===== src/rtl/phase_ring_sync.sv =====
// rtl/phase_ring_sync.sv - dual-rail phase-token ring sequencer with synchronised ack join and watchdog
module phase_ring_sync #(
  parameter int                        NUM_PH      = 3,
  parameter int                        NUM_ACK     = 3,
  parameter logic [NUM_PH*NUM_ACK-1:0] ACK_MASK    = 9'b001_001_111,
  parameter int                        SYNC_STAGES = 2,
  parameter int                        TIMEOUT     = 1024,
  parameter int                        CNT_W       = 16
) (
  input  logic                        clk,
  input  logic                        rst_n,
  input  logic                        run,
  input  logic                        clr_err,
  input  logic [NUM_PH*NUM_ACK-1:0]   ack,
  output logic [2*NUM_PH-1:0]         ph,
  output logic [$clog2(NUM_PH)-1:0]   active_idx,
  output logic [CNT_W-1:0]            rot_cnt,
  output logic                        err
);

  localparam int AW = $clog2(NUM_PH);
  localparam int NA = NUM_PH * NUM_ACK;
  localparam int WW = (TIMEOUT > 1) ? $clog2(TIMEOUT) : 1;

  typedef enum logic [1:0] {S_IDLE, S_DATA, S_SPACER, S_ERR} state_t;

  state_t              state_q, state_d;
  logic [NA-1:0]       sync_q [SYNC_STAGES];
  logic [NA-1:0]       sync_d [SYNC_STAGES];
  logic [AW-1:0]       idx_q, idx_d;
  logic [CNT_W-1:0]    rot_q, rot_d;
  logic [WW-1:0]       wd_q, wd_d;
  logic [2*NUM_PH-1:0] ph_q, ph_d;
  logic                err_q, err_d;
  logic [NA-1:0]       hi_ok, lo_ok;
  logic                all_hi, all_lo, wd_expire, wrap;

  always_comb begin
    sync_d[0] = ack;
    for (int s = 1; s < SYNC_STAGES; s++) sync_d[s] = sync_q[s-1];
  end

  // Unmasked bits are forced to "satisfied" so an empty join is trivially both high and low.
  always_comb begin
    hi_ok  = sync_q[SYNC_STAGES-1] | ~ACK_MASK;
    lo_ok  = ~sync_q[SYNC_STAGES-1] | ~ACK_MASK;
    all_hi = 1'b1;
    all_lo = 1'b1;
    for (int i = 0; i < NUM_PH; i++) begin
      if (AW'(i) == idx_q) begin
        all_hi = &hi_ok[i*NUM_ACK +: NUM_ACK];
        all_lo = &lo_ok[i*NUM_ACK +: NUM_ACK];
      end
    end
  end

  assign wd_expire = (TIMEOUT != 0) && (wd_q == WW'(TIMEOUT - 1));
  assign wrap      = (idx_q == AW'(NUM_PH - 1));

  always_comb begin
    state_d = state_q;
    idx_d   = idx_q;
    rot_d   = rot_q;
    wd_d    = wd_q;
    case (state_q)
      S_IDLE:   if (run && all_lo) state_d = S_DATA;
      S_DATA: begin
        if (all_hi)         state_d = S_SPACER;
        else if (wd_expire) state_d = S_ERR;
      end
      S_SPACER: begin
        if (all_lo) begin
          idx_d   = wrap ? '0 : idx_q + AW'(1);
          rot_d   = wrap ? rot_q + CNT_W'(1) : rot_q;
          state_d = run ? S_DATA : S_IDLE;
        end else if (wd_expire) begin
          state_d = S_ERR;
        end
      end
      S_ERR:    if (clr_err) state_d = S_IDLE;
      default:  state_d = S_IDLE;
    endcase

    if (state_d != state_q)
      wd_d = '0;
    else if ((TIMEOUT != 0) && (state_q == S_DATA || state_q == S_SPACER))
      wd_d = wd_q + WW'(1);

    // Outputs are decoded from the next state so they land in the same edge as the transition.
    err_d = (state_d == S_ERR);
    ph_d  = '0;
    if (state_d == S_DATA) begin
      for (int i = 0; i < NUM_PH; i++)
        ph_d[2*i +: 2] = (AW'(i) == idx_d) ? 2'b10 : 2'b01;
    end
  end

  always_ff @(posedge clk or negedge rst_n) begin
    if (!rst_n) begin
      for (int s = 0; s < SYNC_STAGES; s++) sync_q[s] <= '0;
      state_q <= S_IDLE;
      idx_q   <= '0;
      rot_q   <= '0;
      wd_q    <= '0;
      ph_q    <= '0;
      err_q   <= 1'b0;
    end else begin
      for (int s = 0; s < SYNC_STAGES; s++) sync_q[s] <= sync_d[s];
      state_q <= state_d;
      idx_q   <= idx_d;
      rot_q   <= rot_d;
      wd_q    <= wd_d;
      ph_q    <= ph_d;
      err_q   <= err_d;
    end
  end

  assign ph         = ph_q;
  assign active_idx = idx_q;
  assign rot_cnt    = rot_q;
  assign err        = err_q;

endmodule


===== config.mk =====
export PLATFORM = sky130hd
export DESIGN_NAME = phase_ring_sync
export DESIGN_NICKNAME = d
export VERILOG_FILES = /design/src/rtl/phase_ring_sync.sv
export SDC_FILE = /design/constraint.sdc
export NUM_CORES = 1
export LEC_CHECK = 0
export ABC_AREA = 1
export BUFFER_PORTS_ARGS = -buffer_cell sky130_fd_sc_hd__buf_2
export CAP_MARGIN = 20
export CORE_ASPECT_RATIO = 1.75
export CORE_UTILIZATION = 55
export CTS_CLUSTER_DIAMETER = 200
export DETAILED_ROUTE_END_ITERATION = 8
export GPL_ROUTABILITY_DRIVEN = 1
export PLACE_DENSITY = 0.78
export SETUP_SLACK_MARGIN = 0.4
export SLEW_MARGIN = 20
export SYNTH_ARGS = -nofsm -noshare
export SYNTH_HDL_FRONTEND = slang
export SYNTH_SLANG_ARGS = --single-unit

===== constraint.sdc =====
create_clock -name clk -period 2.1 [get_ports clk]
set_input_delay 0.315 -clock clk [delete_from_list [all_inputs] [get_ports clk]]
set_output_delay 0.315 -clock clk [all_outputs]
set_load 0.02 [all_outputs]

==> metrics.md <==
| Metric | Value |
|---|---|
| Leak Pwr | `0.00149 uW` |
| Gr usage total | `22.5%` |
| Count of input and output buffers | `33` |
| Seq/Total Area, Yosys | `51.9%` |
| Synth Area per Inst | `9.56 sq um` |
| Syn. warnings | `0` |
| Crit path kind | `reg2reg` |
| Combinational share of power | `48.0%` |
| Reg area | `1180 sq um` |
| CP arrival | `1900 ps` |
| Multi-input logic area | `1070 sq um` |
| FMAX | `585 MHz` |
| Capturing point of the worst reg2reg path | `wd_q[3]` |
| Core Rows | `30` |
| Switching share of total power | `43.0%` |
| Clk sink count | `47` |
| Initial antenna violation count | `0` |
| Critical path buffers and inverters | `1` |
| Final setup fails | `0` |
| CTS clk-pin slew, worst paths | `90 ps` |
| CP Capture Type | `flop` |
| Latest clock arrival within the worst-skew pair | `300 ps` |
| Slowest cell on crit path | `dfrtp_1` |
| CP required | `2290 ps` |
| Detailed Routing Iterations Pass 1 | `4` |
| Nets | `314` |
| Residual DRC | `0` |
| Fin crit share | `81.4%` |
| Clock Path Buffers | `2` |
| Most frequent cells in the layout | `47 x nand2_1, 43 x dfrtp_1, 33 x buf_2, 23 x inv_1, 18 x buf_4` |
| Total power | `3440 uW` |
| Syn Inst Count | `237` |
| Status | `finished, final reports clean` |
| Inserted Diodes | `0` |
| Fraction of layout cells with a size suffix above 1 | `38.2%` |
| Sum Neg Setup Slack | `0 ps` |
| Die X | `50.5 um` |
| Worst hold path class | `in2reg` |
| Post-DP Area | `2490 sq um` |
| Clock share of power | `18.6%` |
| Slew Limit Fails | `0` |
| Die Y | `86.9 um` |
| Biggest area consumer among synthesized cells | `dfrtp_1` |
| Worst Hold Launch | `ack[0]` |
| Cell mode on critical path | `nand2_4` |
| P_int | `1960 uW` |
| Share of the synthesized area in the top cell type | `51.9%` |
| Worst-margin pin slew | `514 ps` |
| Synth top area cells | `dfrtp_1 52%, nand2_1 8.1%, xor2_1 5.4%` |
| Synth-to-Final Area Change | `25.9%` |
| Yosys cell types | `27` |
| Routed WL | `4250 um` |
| First-pass GRT wire length | `7280 um` |
| Seq cells post-synth | `47` |
| Die area | `4390 sq um` |
| Initial Util | `58.0%` |
| Setup Skew | `6.42 ps` |
| Reg power frac | `33.4%` |
| Largest net degree at the start of global routing | `24` |
| # fillers | `304` |
| Placeable Area | `3900 sq um` |
| CP delay by family, top | `simple AND/OR/NAND/NOR gates` |
| Dpl hpwl | `2980 um` |
| Total of max-cap violations | `0` |
| CTS Buf Count | `5` |
| Reg2reg path depth | `14` |
| Vias per cell | `5.05` |
| Io pins | `38` |
| Reg-to-reg slack, setup | `390 ps` |
| Setup WS post-layout | `390 ps` |
| Critical path cell sequence | `ha_2 -> nand2_2 -> nor2_4 -> nand3_2 -> nand2_1 -> nand3_1 -> nand2_1 -> inv_1 -> nand2_2 -> nand2_4 -> nand2_4 -> nand2_4 -> nand2_4 -> nor2_1` |
| Routability Congestion | `0.771` |
| H-Tree Depth | `2` |
| Number of global-route vias before repair | `1757` |
| Most common cell after layout, fill and taps aside | `nand2_1` |
| Final min period | `1710 ps` |
| RSZ-0062 raised after global routing | `true` |
| DRT iter0 DRCs | `35` |
| Rel. slew slack | `65.8%` |
| ANT nets after route | `0` |
| Syn Std Cell Area | `2260 sq um` |
| Drt wl/cell | `12.4 um` |
| Maximum vdd drop | `0.765 mV` |
| Delay of the slowest critical-path stage | `360 ps` |
| CTS tree | `built` |
| Worst Setup Start Kind | `flop` |
| Pre-CTS setup slack | `202 ps` |
| Root buf cell | `clkbuf_8` |
| PwrDens | `1210 nW/um^2` |
| Vias | `1738` |
| Mapped Nets | `256` |
| Hold depth | `1` |
| Final hold vios | `0` |
| CP Max Fanout | `5` |
| Min-Delay Endpoint | `sync_d[0]` |
| Grt ovf | `0` |
| Switching power | `1480 uW` |
| R2R Path Start | `wd_q[1]` |
| Final Instance Area | `2850 sq um` |
==> worst max path at each step <==
stage	endpoint	slack [ps]	start	cells after the start
2_1_floorplan	rot_cnt[14]	400	state_q[0]	10
6_report	wd_q[3]	390	wd_q[1]	14
4_1_cts	rot_cnt[11]	370	state_q[0]	9
3_3_place_gp	rot_cnt[13]	240	state_q[0]	9
5_1_grt	wd_q[4]	260	wd_q[1]	14
3_5_place_dp	rot_cnt[11]	200	state_q[0]	9
==> cell families (layout without fill, tap and decap cells) <==
family	count (synthesis)	after routing	synth area share (%)
adder cells (fa/ha/maj)	6	6	3.31
XOR/XNOR	22	22	8.51
AO/OA/AOI/OAI	9	9	2.32
multiplexers	1	1	0.442
AND/OR/NAND/NOR	121	122	28.0
flip-flops	47	47	51.9
buffers and inverters	31	89	5.47
==> worst reg2reg max path, cell delays in order (launching register included) <==
cell,delay (ps)
dfrtp_1,360
ha_2,190
nand2_2,70
nor2_4,140
nand3_2,120
nand2_1,90
nand3_1,60
nand2_1,70
inv_1,50
nand2_2,90
nand2_4,80
nand2_4,80
nand2_4,60
nand2_4,110
nor2_1,50
==> per-stage QoR <==
stage	std cells	utilization [%]	hold WS (ps)
2_1_floorplan	237	-	19.4
3_3_place_gp	318	63.8	314
3_5_place_dp	318	63.8	308
4_1_cts	337	70.2	111
5_1_grt	344	73.0	111
6_report	344	73.0	121
==> layer usage <==
layer	share of wire [%]	wire length (um)	global-route usage (%)
met1	40	1680	23.7
met5	0	0	0
met3	1.9	82	3.49
met2	56	2370	41.1
met4	2.7	115	12.9
==> area by class of cell <==
type	count	share of cell area, %
clock buffer	5	2.41
tap	48	2.11
clock inverter	3	1.54
multi-input combinational	160	37.6
inverter	29	3.99
timing repair buffer	52	10.9
sequential	47	41.4
==> sequential cells by signal (all words and copies together) (netlist names) <==
name and flops:
wd_q 10, rot_cnt 16, hi_ok 5, active_idx 2, state_q 2, ph 6
err 1, sync_d 5
==> timing repair <==
| action | 4_1_cts | 5_1_grt |
|---|---|---|
| endpoints found under the hold margin | 21 | 0 |
| endpoints found under the setup margin | 23 | 20 |
| pin swaps | 7 | 13 |
| hold buffers | 1 | 0 |
| gates cloned | 1 | 0 |
| resized for setup | 16 | 15 |
| setup buffers | 9 | 7 |
==> cells in the mapped netlist (all sizes together) <==
master and n:
nand2 56, dfrtp 47, inv 29, nor2 29
nand3 21, xor2 14, xnor2 8, nor3 7
a21oi 6, ha 6, nand4 6, o21ai 3
nand3b 2, buf 1, clkbuf 1, mux2i 1
==> power by group through the flow <==
stage | registers (uW) | clock network (uW) | logic (uW)
floorplan | 1230 | 0 | 899
global placement | 1170 | 0 | 1230
detailed placement | 1170 | 0 | 1260
CTS | 1140 | 661 | 1500
global route | 1160 | 687 | 1820
finish | 1150 | 641 | 1650
(Power assumes the default switching activity.)
